`src/rtl/lsu_pkg.sv`:
```
`default_nettype none
// ============================================================================
// lsu_pkg : shared types and helpers for the dmem_lsu load/store unit
// Rev 1.0
// ============================================================================
package lsu_pkg;

  typedef enum logic [1:0] {
    SZ_BYTE = 2'b00,
    SZ_HALF = 2'b01,
    SZ_WORD = 2'b10,
    SZ_ILL  = 2'b11
  } size_t;

  localparam logic [3:0] BE_BYTE = 4'b0001;
  localparam logic [3:0] BE_HALF = 4'b0011;
  localparam logic [3:0] BE_WORD = 4'b1111;
  localparam logic [3:0] BE_NONE = 4'b0000;

  typedef struct packed {
    logic [31:0] addr;
    logic [31:0] data;
    logic [3:0]  be;
  } sb_entry_t;

  function automatic logic [3:0] size_to_be(input size_t size);
    case (size)
      SZ_BYTE: return BE_BYTE;
      SZ_HALF: return BE_HALF;
      SZ_WORD: return BE_WORD;
      default: return BE_NONE;
    endcase
  endfunction

  function automatic logic [31:0] load_extend(input logic [31:0] raw, input size_t size,
                                              input logic sgn);
    case (size)
      SZ_BYTE: return {{24{sgn & raw[7]}}, raw[7:0]};
      SZ_HALF: return {{16{sgn & raw[15]}}, raw[15:0]};
      SZ_WORD: return raw;
      default: return 32'h0;
    endcase
  endfunction

endpackage
`default_nettype wire

```
`src/rtl/store_buffer_fifo.sv`:
```
`default_nettype none
// ============================================================================
// store_buffer_fifo : circular store buffer with a per-slot valid/addr view
// Rev 1.0
// ============================================================================
module store_buffer_fifo
  import lsu_pkg::*;
#(
  parameter int DEPTH = 4
) (
  input  logic                       clk,
  input  logic                       rst,
  input  logic                       push,
  input  sb_entry_t                  push_entry,
  input  logic                       pop,
  output sb_entry_t                  head,
  output logic                       full,
  output logic                       empty,
  output logic [$clog2(DEPTH):0]     count,
  output logic [$clog2(DEPTH)-1:0]   head_idx,
  output logic [DEPTH-1:0]           entry_valid,
  output sb_entry_t [DEPTH-1:0]      entries
);

  localparam int PW = $clog2(DEPTH);

  sb_entry_t [DEPTH-1:0] slots;
  logic [PW-1:0]         wr_ptr;
  logic [PW-1:0]         rd_ptr;

  always_ff @(posedge clk) begin
    if (rst) begin
      wr_ptr <= '0;
      rd_ptr <= '0;
      count  <= '0;
    end else begin
      if (push) begin
        slots[wr_ptr] <= push_entry;
        wr_ptr        <= wr_ptr + 1'b1;
      end
      if (pop) begin
        rd_ptr <= rd_ptr + 1'b1;
      end
      count <= count + (PW+1)'(push) - (PW+1)'(pop);
    end
  end

  assign full     = (count == (PW+1)'(DEPTH));
  assign empty    = (count == '0);
  assign head     = slots[rd_ptr];
  assign head_idx = rd_ptr;
  assign entries  = slots;

  // A slot is live when its distance from the head is below the occupancy.
  for (genvar i = 0; i < DEPTH; i++) begin : g_valid
    logic [PW-1:0] age;
    assign age            = PW'(i) - rd_ptr;
    assign entry_valid[i] = ({1'b0, age} < count);
  end

endmodule
`default_nettype wire

```
`src/rtl/dmem_lsu.sv`:
```
`default_nettype none
// ============================================================================
// dmem_lsu : MEM-stage load/store unit owning the data-memory port.
// Optional store-to-load forwarding enabled by defining SB_FORWARD_EN.
// Rev 1.0
// ============================================================================
module dmem_lsu
  import lsu_pkg::*;
#(
  parameter int DEPTH = 4,
  parameter int BITS  = 32
) (
  input  logic            clk,
  input  logic            rst,
  input  logic            req_valid,
  output logic            req_ready,
  input  logic            req_we,
  input  logic [1:0]      req_size,
  input  logic            req_signed,
  input  logic [31:0]     req_addr,
  input  logic [BITS-1:0] req_wdata,
  output logic            resp_valid,
  output logic [BITS-1:0] resp_rdata,
  output logic            sb_empty,
  output logic [31:0]     mem_addr,
  output logic [BITS-1:0] mem_wdata,
  output logic            mem_rw_,
  output logic [3:0]      mem_byte_en,
  input  logic [BITS-1:0] mem_rdata
);

  localparam int PW = $clog2(DEPTH);

`ifdef SB_FORWARD_EN
  localparam bit FWD_EN = 1'b1;
`else
  localparam bit FWD_EN = 1'b0;
`endif

  size_t                 size;
  sb_entry_t             push_entry;
  sb_entry_t             head;
  logic                  full;
  logic                  empty;
  logic [PW:0]           count;
  logic [PW-1:0]         head_idx;
  logic [DEPTH-1:0]      entry_valid;
  sb_entry_t [DEPTH-1:0] entries;
  logic [DEPTH-1:0]      addr_match;
  logic                  hazard;
  logic                  fwd_hit;
  sb_entry_t             fwd_entry;
  logic                  fwd_ok;
  logic                  load_acc;
  logic                  store_push;
  logic                  port_load;
  logic                  drain;

  assign size       = size_t'(req_size);
  assign push_entry = '{addr: req_addr, data: req_wdata, be: size_to_be(size)};

  store_buffer_fifo #(.DEPTH(DEPTH)) u_sb (
    .clk         (clk),
    .rst         (rst),
    .push        (store_push),
    .push_entry  (push_entry),
    .pop         (drain),
    .head        (head),
    .full        (full),
    .empty       (empty),
    .count       (count),
    .head_idx    (head_idx),
    .entry_valid (entry_valid),
    .entries     (entries)
  );

  for (genvar i = 0; i < DEPTH; i++) begin : g_match
    assign addr_match[i] = entry_valid[i] && (entries[i].addr == req_addr);
  end
  assign hazard = |addr_match;

  // Walk oldest to youngest so the last hit is the youngest matching store.
  always_comb begin
    logic [PW-1:0] idx;
    idx       = '0;
    fwd_hit   = 1'b0;
    fwd_entry = '0;
    for (int k = 0; k < DEPTH; k++) begin
      idx = head_idx + PW'(k);
      if (addr_match[idx]) begin
        fwd_hit   = 1'b1;
        fwd_entry = entries[idx];
      end
    end
  end

  assign fwd_ok = FWD_EN && fwd_hit && ((size_to_be(size) & ~fwd_entry.be) == 4'b0000);

  always_comb begin
    req_ready = 1'b0;
    if (!rst) begin
      if (req_we) req_ready = !full;
      else        req_ready = !hazard || fwd_ok;
    end
  end

  assign load_acc   = req_valid && req_ready && !req_we;
  assign store_push = req_valid && req_ready && req_we && (size != SZ_ILL);
  assign port_load  = load_acc && !hazard;
  assign drain      = !rst && (count != '0) && !port_load;
  assign sb_empty   = empty;

  always_comb begin
    mem_addr    = '0;
    mem_wdata   = '0;
    mem_rw_     = 1'b1;
    mem_byte_en = BE_NONE;
    if (port_load) begin
      mem_addr = req_addr;
    end else if (drain) begin
      mem_addr    = head.addr;
      mem_wdata   = head.data;
      mem_rw_     = 1'b0;
      mem_byte_en = head.be;
    end
  end

  // A load accepted with a buffered match can only be a forwarded one.
  always_ff @(posedge clk) begin
    if (rst) begin
      resp_valid <= 1'b0;
      resp_rdata <= '0;
    end else begin
      resp_valid <= load_acc;
      if (load_acc) begin
        resp_rdata <= load_extend(hazard ? fwd_entry.data : mem_rdata, size, req_signed);
      end
    end
  end

endmodule
`default_nettype wire
```
`config.mk`:
```
export PLATFORM = sky130hd
export DESIGN_NAME = dmem_lsu
export DESIGN_NICKNAME = d
export VERILOG_FILES = /design/src/rtl/lsu_pkg.sv /design/src/rtl/store_buffer_fifo.sv /design/src/rtl/dmem_lsu.sv
export SDC_FILE = /design/constraint.sdc
export NUM_CORES = 1
export LEC_CHECK = 0
export ABC_AREA = 0
export CORE_AREA = 10 10 157 188
export DETAILED_ROUTE_END_ITERATION = 7
export DIE_AREA = 0 0 167 198
export PLACE_DENSITY = 0.78
export SYNTH_ARGS = -nofsm -noshare
export SYNTH_HDL_FRONTEND = slang
export SYNTH_SLANG_ARGS = --single-unit
```
`constraint.sdc`:
```
create_clock -name clk -period 7.1 [get_ports clk]
set_clock_uncertainty 0.15 [all_clocks]
set_input_delay 2.13 -clock clk [delete_from_list [all_inputs] [get_ports clk]]
set_output_delay 2.13 -clock clk [all_outputs]
set_load 0.01 [all_outputs]
```
==> results.py <==
metrics = {
    "outcome": {
        "status": "completed",
    },
    "detailed_routing": {
        "totalWireLength_um": 36500,
        "drc": 0,
        "drt-initial-drc-count": 581,
        "vias": 8436,
        "drtPass1Iterations": 5,
        "detail-route-antenna-nets": 0,
        "avgViaCountPerCell": 5.83,
        "routedWlPerCell_um": 25.2,
    },
    "power": {
        "ir_drop_v": 0.000219,
        "power_w": 0.00492,
        "p_per_area_nw_per_um2": 278,
        "p_leak_nw": 6.31,
    },
    "logic_synthesis": {
        "synthDominantCellAreaShare_pct": 59.0,
        "yosysWarnings": 0,
        "dominantRegCellSynth": "edfxtp_1",
        "yosysMostFrequentCell": "edfxtp_1",
        "synth_cells": 822,
        "syn_nets": 941,
        "post_synth.cell_area_avg_um2": 16.6,
        "syn_area_um2": 13600,
        "synth_commonest_cells": "edfxtp_1, xor2_1, mux4_2",
        "synth_area_leader_cell": "edfxtp_1",
        "synth.distinct_cells": 45,
        "synth_edf_count": 268,
        "synth-seq-area-share_pct": 64.9,
        "async_flop_share_pct": 0,
        "ys_ff_latch": 308,
        "synthTopCellsByArea": "edfxtp_1, mux4_2, xor2_1, dfxtp_1, xnor2_1",
    },
    "cts": {
        "clk_pin_slew_ps": 60,
        "postCtsHoldBufs": 0,
        "insertion_delay_ps": 540,
        "htree_levels": 1,
        "cts-root-buf": "clkbuf_16",
        "clock-sinks": 308,
        "clock_path_buffers": 3,
        "numCtsBuffers": 29,
        "cts_tree": "built",
    },
    "sta": {
        "rsz0062_at_grt": "false",
        "finalCritPeriodShare_pct": 98.5,
        "slew_headroom_pct": 17.7,
        "period_needed_ps": 7000,
        "setup_ws_ps": 103,
        "tightestPinTransition_ps": 1220,
        "setup_viol": 0,
        "finalMaxSlewViolations": 0,
        "fin_tns_setup_ps": 0,
        "fmax_mhz": 143,
        "hold_violations": 0,
    },
    "hold_path": {
        "hold_path.class": "reg2reg",
    },
    "floorplan": {
        "die_y_um": 198,
        "pin_count": 207,
        "coreArea_um2": 25900,
        "initial_utilization_pct": 52.6,
        "dieArea_um2": 33100,
        "rows": 65,
        "fp.dieW_um": 167,
    },
    "global_routing": {
        "grt_overflow_total": 0,
        "grt_pass1_vias": 8834,
        "grt_usage_pct": 21.1,
        "grt_start_max_net_pins": 68,
        "antenna_found_initial": 3,
        "grt_pass1_wl_um": 53900,
    },
    "finish": {
        "synthToLayoutAreaGrowth_pct": 29.8,
        "drive_above_1_share_pct": 28.1,
        "nets": 1210,
        "fillerInstances": 1725,
    },
    "setup_path": {
        "cp_max_fo": 5,
        "worst_setup_path_start_kind": "input pin",
        "crit_slowest_cell": "nor4_2",
        "arrival_ps": 4720,
        "crit_chain": "dlygate4sd2_1, buf_6, buf_4, xnor2_1, nand4_1, nor4_2, buf_4, nand3_1, nand4b_4, buf_4, nor2_4, bufbuf_16, a22o_1, clkdlybuf4s15_2",
        "worstPathRequired_ps": 4820,
        "worstSetupPathType": "in2out",
        "cp-end-kind": "output port",
        "crit_top_cell": "buf_4",
        "cp_slowest_stage_delay_ps": 340,
    },
    "flow_run": {
        "maxCapViolCount": 0,
    },
    "place": {
        "io_buffer_count": 206,
        "pre_cts_ws_ps": -638,
        "dp_hpwl_um": 22400,
        "place_congestion": 0.835,
    },
}
cells by family after synthesis:
| group | Yosys count | share of synthesized area [%] |
|---|---|---|
| adder cells (fa/ha/maj) | 16 | 1.52 |
| multiplexers | 68 | 11.1 |
| AND/OR/NAND/NOR | 114 | 5.18 |
| XOR/XNOR | 134 | 8.61 |
| AO/OA/AOI/OAI | 95 | 5.53 |
| flip-flops | 308 | 64.9 |
| buffers and inverters | 87 | 3.13 |
through the flow:
step	hold WS, ps	cell area [um^2]	utilization [%]	std cells
6_report	332	17700	68.2	1446
4_1_cts	332	17600	68.0	1444
5_1_grt	351	17700	68.2	1445
2_1_floorplan	345	13600	-	822
3_3_place_gp	308	16300	63.0	1364
3_5_place_dp	321	16300	63.0	1364
area by class of cell:
| class | instances | area, um^2 | area share (%) |
|---|---|---|---|
| multi-input combinational | 427 | 4590 | 25.9 |
| antenna | 1 | 2.50 | 0.0141 |
| inverter | 14 | 52.6 | 0.297 |
| sequential | 308 | 8860 | 50.0 |
| clock buffer | 36 | 752 | 4.25 |
| clock inverter | 14 | 86.3 | 0.488 |
| tap | 335 | 419 | 2.37 |
| timing repair buffer | 311 | 2940 | 16.6 |
state kept, by name (all words and copies together) (netlist names):
name           cells
resp_rdata        32
u_sb.wr_ptr        2
u_sb.head_idx      2
resp_valid         1
u_sb.entries     268
u_sb.count         3
timing repair:
action / CTS / global route
resized for setup: 321 / 28
endpoints found under the setup margin: 70 / 70
pin swaps: 22 / 17
gates cloned: 10 / 0
setup buffers: 20 / 1
cell usage in the layout, fill, tap and decap left out, types with 20 or more instances in the layout:
cell type,count
a22o_1,33
edfxtp_1,268
dfxtp_1,38
and2_1,35
buf_4,73
a221o_1,23
xor2_1,90
clkbuf_16,29
xnor2_1,34
buf_2,52
mux4_2,67
clkdlybuf4s50_1,104
dlygate4sd2_1,20
routing by layer:
layer,global-route usage (%),wire (um)
met1,25.3,13500
met2,37.2,19200
met3,4.80,2800
met4,6.06,942
met5,0,27
where the power goes:
| part | switching, W | internal (W) | leakage, nW |
|---|---|---|---|
| Clock | 0.000644 | 0.000779 | 0.414 |
| Combinational | 0.000657 | 0.000762 | 3.15 |
| Sequential | 0.0000644 | 0.00201 | 2.74 |
critical path: cells and delay by family:
family / cells / cell delay [ps]
buffers and inverters: 7 / 1350
and+or+nand+nor: 5 / 810
AOI/OAI and AO/OA: 1 / 220
xor gates and xnor gates: 1 / 210
final timing paths:
kind	from	cells past startpoint	endpoint	slack, ps
worst max-delay path	req_addr[2]	14	mem_addr[12]	100
worst min-delay path	resp_rdata[5]	2	resp_rdata[5]	330
worst max register to register	u_sb.head_idx[1]	18	u_sb.count[1]	2940
worst min register to register	resp_rdata[5]	2	resp_rdata[5]	330
(Power assumes the default switching activity.)
